### src/rtl/seg_scan_mux_if.sv
`default_nettype none
// ============================================================================
// Module   : seg_scan_mux_if
// Brief    : Load handshake and display drive bundle for seg_scan_mux.
// Revision : 1.0
// ============================================================================
interface seg_scan_mux_if #(
   parameter int DIGITS = 4
);
   logic [4*DIGITS-1:0] data_in;
   logic [DIGITS-1:0]   dp_in;
   logic                load;
   logic                pending;
   logic [7:0]          nibble;
   logic                dp_n;
   logic [DIGITS-1:0]   an_n;
   logic                frame_start;

   modport master (
      output data_in, dp_in, load,
      input  pending, nibble, dp_n, an_n, frame_start
   );

   modport slave (
      input  data_in, dp_in, load,
      output pending, nibble, dp_n, an_n, frame_start
   );
endinterface
`default_nettype wire

### src/rtl/seg_scan_mux.sv
`default_nettype none
// ============================================================================
// Module   : seg_scan_mux
// Brief    : Multiplexed common-anode 7-seg scanner with frame-aligned commit.
//            Optional LEADING_ZERO_BLANK_EN suppresses leading zero digits.
// Revision : 1.0
// ============================================================================
module seg_scan_mux #(
   parameter int DIGITS       = 4,
   parameter int SLOT_CYCLES  = 50000,
   parameter int BLANK_CYCLES = 500
) (
   input  logic         clk,
   input  logic         rst,
   seg_scan_mux_if.slave bus
);
   localparam int c_cw = (SLOT_CYCLES > 1) ? $clog2(SLOT_CYCLES) : 1;
   localparam int c_iw = (DIGITS > 1) ? $clog2(DIGITS) : 1;
   localparam logic [c_cw-1:0]   c_cnt_max = c_cw'(SLOT_CYCLES - 1);
   localparam logic [c_iw-1:0]   c_idx_max = c_iw'(DIGITS - 1);
   localparam logic [c_cw-1:0]   c_blank   = c_cw'(BLANK_CYCLES);
   localparam logic [DIGITS-1:0] c_an_one  = DIGITS'(1);

   typedef enum logic [0:0] {
      ST_BLANK = 1'b0,
      ST_ON    = 1'b1
   } phase_t;

   localparam phase_t c_phase_rst = (BLANK_CYCLES > 0) ? ST_BLANK : ST_ON;

   logic [c_cw-1:0]     r_cnt;
   logic [c_iw-1:0]     r_idx;
   phase_t              r_state;
   logic [4*DIGITS-1:0] r_shadow;
   logic [DIGITS-1:0]   r_shadow_dp;
   logic [4*DIGITS-1:0] r_stage;
   logic [DIGITS-1:0]   r_stage_dp;
   logic                r_pending;
   logic [7:0]          r_nibble;
   logic                r_dp_n;
   logic [DIGITS-1:0]   r_an_n;
   logic                r_frame_start;

   logic                w_cnt_last;
   logic                w_bound;
   logic [c_cw-1:0]     w_cnt_nxt;
   logic [c_iw-1:0]     w_idx_nxt;
   phase_t              w_state_nxt;
   logic [DIGITS-1:0]   w_an_nxt;
   logic [3:0]          w_digit;
   logic [DIGITS-1:0]   w_supp;

`ifdef LEADING_ZERO_BLANK_EN
   logic w_zero_above;

   // Walk from the most significant digit down; a digit is blanked only while
   // everything at and above it is zero and its own decimal point is off.
   always_comb begin
      w_zero_above = 1'b1;
      w_supp       = '0;
      for (int k = DIGITS - 1; k >= 1; k--) begin
         w_zero_above = w_zero_above & (r_shadow[4*k +: 4] == 4'h0);
         w_supp[k]    = w_zero_above & ~r_shadow_dp[k];
      end
   end
`else
   assign w_supp = '0;
`endif

   always_comb begin
      w_cnt_last  = (r_cnt == c_cnt_max);
      w_bound     = w_cnt_last && (r_idx == c_idx_max);
      w_cnt_nxt   = w_cnt_last ? '0 : r_cnt + 1'b1;
      w_idx_nxt   = r_idx;
      if (w_cnt_last) begin
         w_idx_nxt = (r_idx == c_idx_max) ? '0 : r_idx + 1'b1;
      end
      w_state_nxt = (w_cnt_nxt < c_blank) ? ST_BLANK : ST_ON;
      w_an_nxt    = '1;
      if ((r_state == ST_ON) && !w_supp[r_idx]) begin
         w_an_nxt = ~(c_an_one << r_idx);
      end
      w_digit     = r_shadow[{r_idx, 2'b00} +: 4];
   end

   always_ff @(posedge clk) begin
      if (rst) begin
         r_state <= c_phase_rst;
      end else begin
         r_state <= w_state_nxt;
      end
   end

   always_ff @(posedge clk) begin
      if (rst) begin
         r_cnt         <= '0;
         r_idx         <= '0;
         r_shadow      <= '0;
         r_shadow_dp   <= '0;
         r_stage       <= '0;
         r_stage_dp    <= '0;
         r_pending     <= 1'b0;
         r_nibble      <= 8'h00;
         r_dp_n        <= 1'b1;
         r_an_n        <= '1;
         r_frame_start <= 1'b0;
      end else begin
         r_cnt         <= w_cnt_nxt;
         r_idx         <= w_idx_nxt;
         r_nibble      <= {4'h0, w_digit};
         r_dp_n        <= ~r_shadow_dp[r_idx];
         r_an_n        <= w_an_nxt;
         r_frame_start <= (r_cnt == '0) && (r_idx == '0);
         // A load landing on the boundary bypasses staging entirely.
         if (w_bound) begin
            r_pending <= 1'b0;
            if (bus.load) begin
               r_shadow    <= bus.data_in;
               r_shadow_dp <= bus.dp_in;
            end else if (r_pending) begin
               r_shadow    <= r_stage;
               r_shadow_dp <= r_stage_dp;
            end
         end else if (bus.load) begin
            r_stage    <= bus.data_in;
            r_stage_dp <= bus.dp_in;
            r_pending  <= 1'b1;
         end
      end
   end

   assign bus.pending     = r_pending;
   assign bus.nibble      = r_nibble;
   assign bus.dp_n        = r_dp_n;
   assign bus.an_n        = r_an_n;
   assign bus.frame_start = r_frame_start;

endmodule
`default_nettype wire
### src/flat_wrapper.sv
// flat-port wrapper written by rule: the top's interface ports become plain ports
module seg_scan_mux_flat 
#(
   parameter int DIGITS       = 4,
   parameter int SLOT_CYCLES  = 50000,
   parameter int BLANK_CYCLES = 500
)
  (clk, rst, bus_data_in, bus_dp_in, bus_load, bus_pending, bus_nibble, bus_dp_n, bus_an_n, bus_frame_start);
  seg_scan_mux_if #(.DIGITS(DIGITS)) bus_i ();
  input  logic clk;
  input  logic rst;
  input wire logic [$bits(bus_i.data_in)-1:0] bus_data_in;
  input wire logic [$bits(bus_i.dp_in)-1:0] bus_dp_in;
  input wire logic [$bits(bus_i.load)-1:0] bus_load;
  output wire logic [$bits(bus_i.pending)-1:0] bus_pending;
  output wire logic [$bits(bus_i.nibble)-1:0] bus_nibble;
  output wire logic [$bits(bus_i.dp_n)-1:0] bus_dp_n;
  output wire logic [$bits(bus_i.an_n)-1:0] bus_an_n;
  output wire logic [$bits(bus_i.frame_start)-1:0] bus_frame_start;
  assign bus_i.data_in = bus_data_in;
  assign bus_i.dp_in = bus_dp_in;
  assign bus_i.load = bus_load;
  assign bus_pending = bus_i.pending;
  assign bus_nibble = bus_i.nibble;
  assign bus_dp_n = bus_i.dp_n;
  assign bus_an_n = bus_i.an_n;
  assign bus_frame_start = bus_i.frame_start;
  seg_scan_mux #(.DIGITS(DIGITS), .SLOT_CYCLES(SLOT_CYCLES), .BLANK_CYCLES(BLANK_CYCLES)) u_core (.clk(clk), .rst(rst), .bus(bus_i));
endmodule
### config.mk
export PLATFORM = sky130hd
export DESIGN_NAME = seg_scan_mux_flat
export DESIGN_NICKNAME = d
export VERILOG_FILES = /design/src/rtl/seg_scan_mux_if.sv /design/src/rtl/seg_scan_mux.sv /design/src/flat_wrapper.sv
export SDC_FILE = /design/constraint.sdc
export NUM_CORES = 1
export LEC_CHECK = 0
export ABC_AREA = 0
export CAP_MARGIN = 20
export CELL_PAD_IN_SITES_DETAIL_PLACEMENT = 0
export CELL_PAD_IN_SITES_GLOBAL_PLACEMENT = 1
export CORE_ASPECT_RATIO = 1.25
export CORE_MARGIN = 5
export CORE_UTILIZATION = 40
export DETAILED_ROUTE_END_ITERATION = 8
export DONT_BUFFER_PORTS = 1
export GPL_TIMING_DRIVEN = 0
export PLACE_DENSITY = 0.64
export SYNTH_ARGS = -nofsm -noshare
export SYNTH_HDL_FRONTEND = slang
export SYNTH_SLANG_ARGS = --single-unit
### constraint.sdc
create_clock -name clk -period 3.8 [get_ports clk]
set_input_delay 0.76 -clock clk [delete_from_list [all_inputs] [get_ports clk]]
set_output_delay 0.76 -clock clk [all_outputs]
set_load 0.01 [all_outputs]
# After elaboration in Yosys (flattened, before gate mapping)
# Cells that the tools add are included.
op_classes:
  n_addsub: 2
  mul: 0
  div: 0
  magnitude_cmp: 2
  n_eq_ne: 2
  shifts: 2
  n_mux: 11
  bitwise: 4
  reduce_logical: 11
op_table:
  columns: ["operator", "n"]
  rows:
  - ["$mux 16", 3]
  - ["$add 16x1->16 const B", 1]
  - ["$eq 16x16->1 const B", 1]
  - ["$logic_not 16->1", 1]
  - ["$lt 16x9->1 const B", 1]
  - ["$shiftx 16x5->4", 1]
  - ["$mux 4", 2]
  - ["$bmux 1 s2", 2]
  - ["$not 4->4", 1]
  - ["$reduce_and 2->1", 2]
  - ["$reduce_or 2->1", 2]
  - ["$shl 1x2->4 const A", 1]
  - ["$logic_and 1x1->1", 3]
  - ["$lt 2x3->1 const B", 1]
  - ["$mux 1", 3]
  - ["$not 1->1", 3]
  - ["$add 2x1->2 const B", 1]
  - ["$eq 2x2->1 const B", 1]
  - ["$logic_not 2->1", 1]
  - ["$mux 2", 1]
  - ["$reduce_bool 2->1", 1]
  - ["$logic_not 1->1", 1]
word_totals:
  reg_bits: 74
  latch_bits: 0
  ram_bits: 0
  rom_bits: 0
  input_bits: 23
  out_inout_bits: 15
  wordCells: 47
  memories: 0

# Logic depth before layout (Yosys ltp)
# Gate-level depths: netlist of run 1.
depth:
  ltp_word: 6
  depth_mapped: 8
  mapped_depth_nobuf: 6

# Worst setup path after synthesis of run 1
# Ideal clock, no wire load.
synth_path:
  kind: "register -> register"
  startpoint: "register u_core.r_cnt[10]"
  endpoint: "register u_core.r_idx[0]"
  setup_ns: 0.067
  arrival_time_ns: 1.779
  required_time_ns: 3.733
  setup_slack_ns: 1.953
  stages_incl_launch_ff: 7
  path_buffers: 1
  period_less_slack_ns: 1.847
  cell_sequence: "dfxtp_1 buf_6 nor4_2 nand2_1 or4_4 or3_1 a21oi_2"
synth_between:
  elab_chain_len: 1
synth_rtl:
  columns: ["element", "line_no", "text"]
  rows:
  - ["start, declared", "seg_scan_mux.sv:31", "logic [c_cw-1:0] r_cnt;"]
  - ["start signal, assigned", "seg_scan_mux.sv:108", "r_cnt <= w_cnt_nxt;"]
  - ["$eq 16x16->1", "seg_scan_mux.sv:71", "w_cnt_last = (r_cnt == c_cnt_max);"]
  - ["end signal, assigned", "seg_scan_mux.sv:109", "r_idx <= w_idx_nxt;"]
  - ["end, declared", "seg_scan_mux.sv:32", "logic [c_iw-1:0] r_idx;"]
# No other way between the ends.
# A chain may end at the register's enable or synchronous reset.

# Worst setup path after layout of run 1
layout_path:
  startpoint: "register u_core.r_cnt[3]"
  endpoint: "register u_core.r_state"
layout_between:
  elab_chain_len: 4
  word_cells_on_any_way: 5
  cone_classes: "1 x add/sub; 1 x order compare; 1 x eq/ne; 2 x mux"
layout_rtl:
  columns: ["element", "line_no", "text"]
  rows:
  - ["$add 16x1->16 / $eq 16x16->1 (equally long branches)", "seg_scan_mux.sv:73, seg_scan_mux.sv:71", null]
  - ["$mux 16 *", "seg_scan_mux.sv:73", "w_cnt_nxt = w_cnt_last ? '0 : r_cnt + 1'b1;"]
  - ["$lt 16x9->1 *", "seg_scan_mux.sv:78", "w_state_nxt = (w_cnt_nxt < c_blank) ? ST_BLANK : ST_ON;"]
  - ["$mux 1 *", "seg_scan_mux.sv:78", null]
  - ["end signal, assigned", "seg_scan_mux.sv:88", "r_state <= c_phase_rst;"]
  - ["end signal, assigned", "seg_scan_mux.sv:90", "r_state <= w_state_nxt;"]
  - ["end, declared", "seg_scan_mux.sv:33", "phase_t r_state;"]
# Every way passes the cells marked *; elsewhere a longest branch is shown, timed or not.

==> results of run 1 <==
==> worst reg2reg max path, stage by stage, from the launching register on <==
cell and delay, ns:
dfxtp_1 0.31, clkbuf_1 0.29, nand4_1 0.22, nor3_1 0.75
nand4_1 0.16, a22oi_1 0.26, a41oi_1 0.16
==> power groups by stage <==
stage,clock [mW],combinational (mW),sequential (mW)
finish,0.494,0.0822,0.760
global route,0.555,0.0929,0.762
CTS,0.515,0.0845,0.760
detailed placement,0,0.0839,0.777
global placement,0,0.0839,0.777
floorplan,0,0.0671,0.775
==> registers in the layout, summed over array words and instances, names as in the netlist <==
signal / cells
u_core.bus.an_n: 4
u_core.bus.dp_n: 1
u_core.bus.frame_start: 1
u_core.bus.nibble: 4
u_core.bus.pending: 1
u_core.r_cnt: 16
u_core.r_idx: 2
u_core.r_shadow: 16
u_core.r_shadow_dp: 4
u_core.r_stage: 16
u_core.r_stage_dp: 4
u_core.r_state: 1
==> synthesized netlist by cell type, types with 2 or more instances <==
master | count | area (sq um)
or3_1 | 2 | 12.51
and3_1 | 2 | 12.51
nand2_1 | 16 | 60.06
ha_1 | 6 | 75.07
inv_1 | 6 | 22.52
xnor2_1 | 12 | 105.1
nor2b_1 | 5 | 31.28
a211oi_1 | 20 | 150.1
nand3_1 | 9 | 45.04
xor2_1 | 4 | 35.03
nand4_1 | 3 | 18.77
mux2i_1 | 40 | 400.4
and4b_1 | 2 | 20.02
and4_2 | 3 | 30.03
mux4_2 | 5 | 112.6
buf_2 | 9 | 45.04
clkbuf_1 | 17 | 63.81
nor3_1 | 5 | 25.02
buf_4 | 5 | 37.54
nor2_1 | 63 | 236.5
dfxtp_1 | 70 | 1401
==> logic make-up (layout without fill, tap and decap cells) <==
family	after synthesis	count (layout)	share of synthesized area
AND/OR/NAND/NOR	121	121	0.1865
flip-flops	70	70	0.4462
buffers and inverters	38	53	0.05737
multiplexers	45	45	0.1633
XOR/XNOR	16	16	0.04462
adder cells (fa/ha/maj)	6	6	0.02390
AO/OA/AOI/OAI	32	32	0.07690
other	1	4	0.001194
==> stage by stage <==
| stage | area (sq um) | setup WS [ns] | total power [mW] |
|---|---|---|---|
| CTS | 3420 | 1.401 | 1.359 |
| finish | 3420 | 1.512 | 1.337 |
| detailed placement | 3271 | 1.410 | 0.8613 |
| floorplan | 3152 | 1.953 | 0.8421 |
| global placement | 3271 | 1.561 | 0.8605 |
| global route | 3420 | 1.273 | 1.410 |
==> cell type report <==
cell class,count,area (sq um)
sequential,70,1401
multi-input combinational,224,1570
buffer,32,157.7
clock buffer,13,138.9
tap,95,118.9
inverter,6,22.52
fill,792,4328
clock inverter,2,10.01
==> path summary, 6_finish.rpt <==
| check | startpoint | end | slack [ns] | depth (start not counted) |
|---|---|---|---|---|
| setup / recovery | u_core.r_cnt[3] | u_core.r_state | 1.51 | 6 |
| hold / removal | u_core.r_cnt[0] | u_core.r_cnt[0] | 0.49 | 1 |
| setup reg to reg | u_core.r_cnt[3] | u_core.r_state | 1.51 | 6 |
| hold reg to reg | u_core.r_cnt[0] | u_core.r_cnt[0] | 0.49 | 1 |
==> layer usage <==
metal	wire length, um	vias up	share of wire
li1	-	1155	-
met1	3001	1056	0.44
met2	3354	41	0.49
met3	353	12	0.052
met4	106	0	0.016
met5	0	-	0
==> results.toml, run 1 <==
[cts]
root_buffer = "clkbuf_8"
clkSinkCount = 70
clk_pin_slew_ns = 0.07
clk_latency_ns = 0.35
numCtsBuffers = 9
postCtsSetupBuffers = 0
post_cts_resized = 0
cts_tree = "yes"
cts.path.max_buffers = 2
cts_max_level = 3
holdBufCountCts = 0

[power]
p_per_area_nw_per_um2 = 391.0
p_leak_nw = 1.324
p_seq_frac = 0.569
ir_worst_vdd_mv = 0.1905
power_switching_uw = 318.2
p_int_mw = 1.019
pwr-share-comb = 0.062
clockPowerShare = 0.370
power_switching_share = 0.2380

[timing]
timing.hold.ws_ns = 0.4872
final-hold-violation-count = 0
fin_skew_ns = 0.009944
min_period_ns = 2.288
period_share = 0.6022
drv_slew = 0
rsz0062_at_grt = "no"
max_freq_ghz = 0.4370
finalSetupTns_ns = 0
relSlewSlack = 0.3877
worst_slew_pin_slew_ns = 0.9114
finalSetupViolCount = 0

[grt]
top_usage_layer = "met2"
antenna_found_initial = 0
use_met1 = 0.1933
grt_pass1_vias = 2254
grtUsageMet3 = 0.04006
grt_max_degree = 11
grt_util_met2 = 0.2487
gr-usage-all-layers = 0.1556
grt_overflow = 0
grt_pass1_wl_um = 11470

[detailed_routing]
wirelength_um = 6815
vias = 2264
drt_iter0_markers = 67
drc = 0
first_pass_iters = 4
viasPerCell = 5.122
ant_nets = 0
wl_per_cell_um = 15.42

[setup_path]
cp.arrival_ns = 2.48
cp_common_cell = "nand4_1"
crit_required_ns = 4.00
cp_top_family = "simple AND/OR/NAND/NOR gates"
critical_path_class = "reg -> reg"
max_stage_delay_ns = 0.75
crit_buf_inv = 1
end_kind = "flip-flop"
crit_fanout = 9
cp-start-kind = "flip-flop"
cp_cell_sequence = "clkbuf_1, nand4_1, nor3_1, nand4_1, a22oi_1, a41oi_1"
crit_slowest_cell = "nor3_1"

[cells_and_area]
final_common_cell = "dfxtp_1"
drive_above_1_share = 0.1182
syn2layout_area_growth_pct = 8.884
layout.cells.non_filler = 442
fin_util = 0.4414
final_cell_mix = "dfxtp_1 (70), nor2_1 (63), mux2i_1 (40)"
diodes = 0
nets = 372

[logic_synthesis]
ys_ff_latch = 70
ys.flop_type = "dfxtp_1"
syn_inst = 329
synth-edff-count = 0
synth.distinct_cells = 46
ys_warn_count = 0
syn_avg_cell_area_sq_um = 9.546
synth_area_sq_um = 3141
synthArstFlopShare = 0
yosysSeqAreaShare = 0.4462

[placed_design]
io_buffers = 0
hpwl_um = 4868
place_inst = 427
gp_congestion = 0.7504

[floorplan]
num_rows = 36
core-area_sq_um = 7747
fp.dieW_um = 89.25
io_pins = 38
initial_utilization = 0.4054
die-area_sq_um = 9734
die_y_um = 109.1

[min_path]
min_path_type = "reg -> reg"

[outcome]
status = "finished, final reports clean"

[run]
drv_cap = 0
Note: power is estimated with default switching activity, not from simulation.
==> run 2: changes to the inputs <==
--- a/config.mk
+++ b/config.mk
@@ -15,7 +15,7 @@
 export DETAILED_ROUTE_END_ITERATION = 8
 export DONT_BUFFER_PORTS = 1
 export GPL_TIMING_DRIVEN = 0
-export PLACE_DENSITY = 0.64
+export PLACE_DENSITY = 0.66
 export SYNTH_ARGS = -nofsm -noshare
 export SYNTH_HDL_FRONTEND = slang
 export SYNTH_SLANG_ARGS = --single-unit
==> constraint.sdc (replaced) <==
create_clock -name clk -period 2 [get_ports clk]
set_input_delay 0.4 -clock clk [delete_from_list [all_inputs] [get_ports clk]]
set_output_delay 0.4 -clock clk [all_outputs]
set_load 0.01 [all_outputs]
==> results.toml, run 2 (same netlist as run 1, synthesis figures left out) <==
[cts]
cts_max_level = 3
clk_pin_slew_ns = 0.07
clkSinkCount = 70
cts_tree = "yes"
clk_latency_ns = 0.35
numCtsBuffers = 9
holdBufCountCts = 0
root_buffer = "clkbuf_8"
cts.path.max_buffers = 2

[grt]
gr-usage-all-layers = 0.1469
grt_max_degree = 12
grt_pass1_vias = 2175
grt_pass1_wl_um = 10850
antenna_found_initial = 0
grt_overflow = 0

[cells_and_area]
drive_above_1_share = 0.1512
final_cell_mix = "dfxtp_1 (68), nor2_1 (63), mux2i_1 (40)"
reg_top3 = "u_core.r_cnt: 16 flops, u_core.r_shadow: 16 flops, u_core.r_stage: 16 flops"
syn2layout_area_growth_pct = 11.83
final_common_cell = "dfxtp_1"
diodes = 0
nets = 369

[timing]
timing.final.ws_setup_ns = 0.1029
min_period_ns = 1.897
fin_skew_ns = 0.006741
relSlewSlack = 0.4726
final-hold-violation-count = 0
max_freq_ghz = 0.5271
period_share = 0.9485
finalSetupViolCount = 0
worst_slew_pin_slew_ns = 0.7911
rsz0062_at_grt = "yes"
drv_slew = 0

[power]
p_leak_nw = 1.375
p_per_area_nw_per_um2 = 750.5
finalPower_mw = 2.636
power_switching_share = 0.2385
p_seq_frac = 0.549
power_switching_uw = 628.6
pwr-share-comb = 0.060
p_int_mw = 2.007
clockPowerShare = 0.390
ir_worst_vdd_mv = 0.3944

[placed_design]
io_buffers = 0
hpwl_um = 4702
pre_cts_ws_ns = -0.1676
gp_congestion = 0.7566

[setup_path]
critical_path_class = "reg -> reg"
crit_buf_inv = 1
crit_slowest_cell = "or4_4"
reg2reg_to = "u_core.r_idx[0]"
end_kind = "flip-flop"
ff2ff_setup_slack_ns = 0.10
cp_top_family = "simple AND/OR/NAND/NOR gates"
cp_cell_sequence = "buf_4, nor4_4, nand2_1, or4_4, or3_1, a21oi_2"
cp.arrival_ns = 2.18
max_stage_delay_ns = 0.53
cp-start-kind = "flip-flop"
crit_fanout = 8
rr_worst_depth = 6
r2r-start = "u_core.r_cnt[11]"
crit_required_ns = 2.28

[detailed_routing]
wl_per_cell_um = 14.91
drt_iter0_markers = 85
ant_nets = 0
vias = 2239
drc = 0
first_pass_iters = 4
wirelength_um = 6546
viasPerCell = 5.100

[floorplan]
die-area_sq_um = 9734
initial_utilization = 0.4054
core-area_sq_um = 7747
io_pins = 38
fp.dieW_um = 89.25
die_y_um = 109.1
num_rows = 36

[min_path]
hp-start = "bus_dp_in[1]"
worst_hold_path.endpoint = "u_core.r_stage_dp[1]"
min_path_type = "in -> reg"
holdPathStages = 2

[run]
drv_cap = 0

[outcome]
status = "finished, final reports clean"
run 2: through the flow:
| step | utilization | hold slack [ns] | TNS, ns | area (sq um) | instances |
|---|---|---|---|---|---|
| finish | 0.4533 | 0.2016 | 0 | 3512 | 439 |
| global route | 0.4533 | 0.1957 | -0.007713 | 3512 | 439 |
| CTS | 0.4483 | 0.1837 | 0 | 3473 | 439 |
| detailed placement | 0.4222 | 0.4625 | -4.129 | 3271 | 427 |
| global placement | 0.4222 | 0.4575 | -3.721 | 3271 | 427 |
| floorplan | - | 0.4412 | 0 | 3152 | 332 |
run 2: worst max-delay path by stage:
stage / startpoint / end / cells after the start
after floorplan: u_core.r_cnt[10] / u_core.r_idx[0] / 6
after global placement: u_core.r_cnt[3] / u_core.r_state / 6
after detailed placement: u_core.r_cnt[0] / u_core.r_shadow[7] / 8
after CTS: u_core.r_cnt[11] / u_core.r_idx[0] / 6
after global routing: u_core.r_cnt[4] / u_core.r_state / 6
final: u_core.r_cnt[11] / u_core.r_idx[0] / 6
run 2: final cells by class:
type | count | area [sq um]
plain buffers | 28 | 158.9
clock buffers | 12 | 155.1
clock inverters | 3 | 20.02
fillers | 795 | 4235
inverters | 6 | 22.52
multi-input cells | 224 | 1625
flip-flops and latches | 70 | 1404
well taps | 95 | 118.9
repair buffers | 1 | 7.507
run 2: power groups by stage:
stage / Clock, mW / Combinational (mW) / Sequential, mW
finish: 1.03 / 0.159 / 1.45
global route: 1.13 / 0.180 / 1.45
CTS: 1.08 / 0.162 / 1.45
detailed placement: 0 / 0.160 / 1.48
global placement: 0 / 0.160 / 1.48
floorplan: 0 / 0.128 / 1.47
run 2: what timing repair did:
item / 4_1_cts / 5_1_grt
resized for setup: 11 / 7
setup buffers: 0 / 1
pin swaps: 0 / 4
setup endpoints to repair: 53 / 49
run 2: metal layers:
metal / track usage / up-vias / routed length (um)
met3: 0.04611 / 11 / 359
met1: 0.1904 / 1042 / 3090
met2: 0.2229 / 32 / 2975
met5: 0 / - / 0
li1: - / 1154 / -
met4: 0.06383 / 0 / 121
==> run 3: changes to the inputs <==
==> constraint.sdc (replaced) <==
create_clock -name clk -period 2 [get_ports clk]
set_input_delay 0.5 -clock clk [delete_from_list [all_inputs] [get_ports clk]]
set_output_delay 0.5 -clock clk [all_outputs]
set_load 0.01 [all_outputs]
==> results of run 3 <==
The final DEF is identical to that of run 2. Status: finished, final reports clean.
Among the figures that moved: hold slack 0.2016 ns -> 0.3016 ns
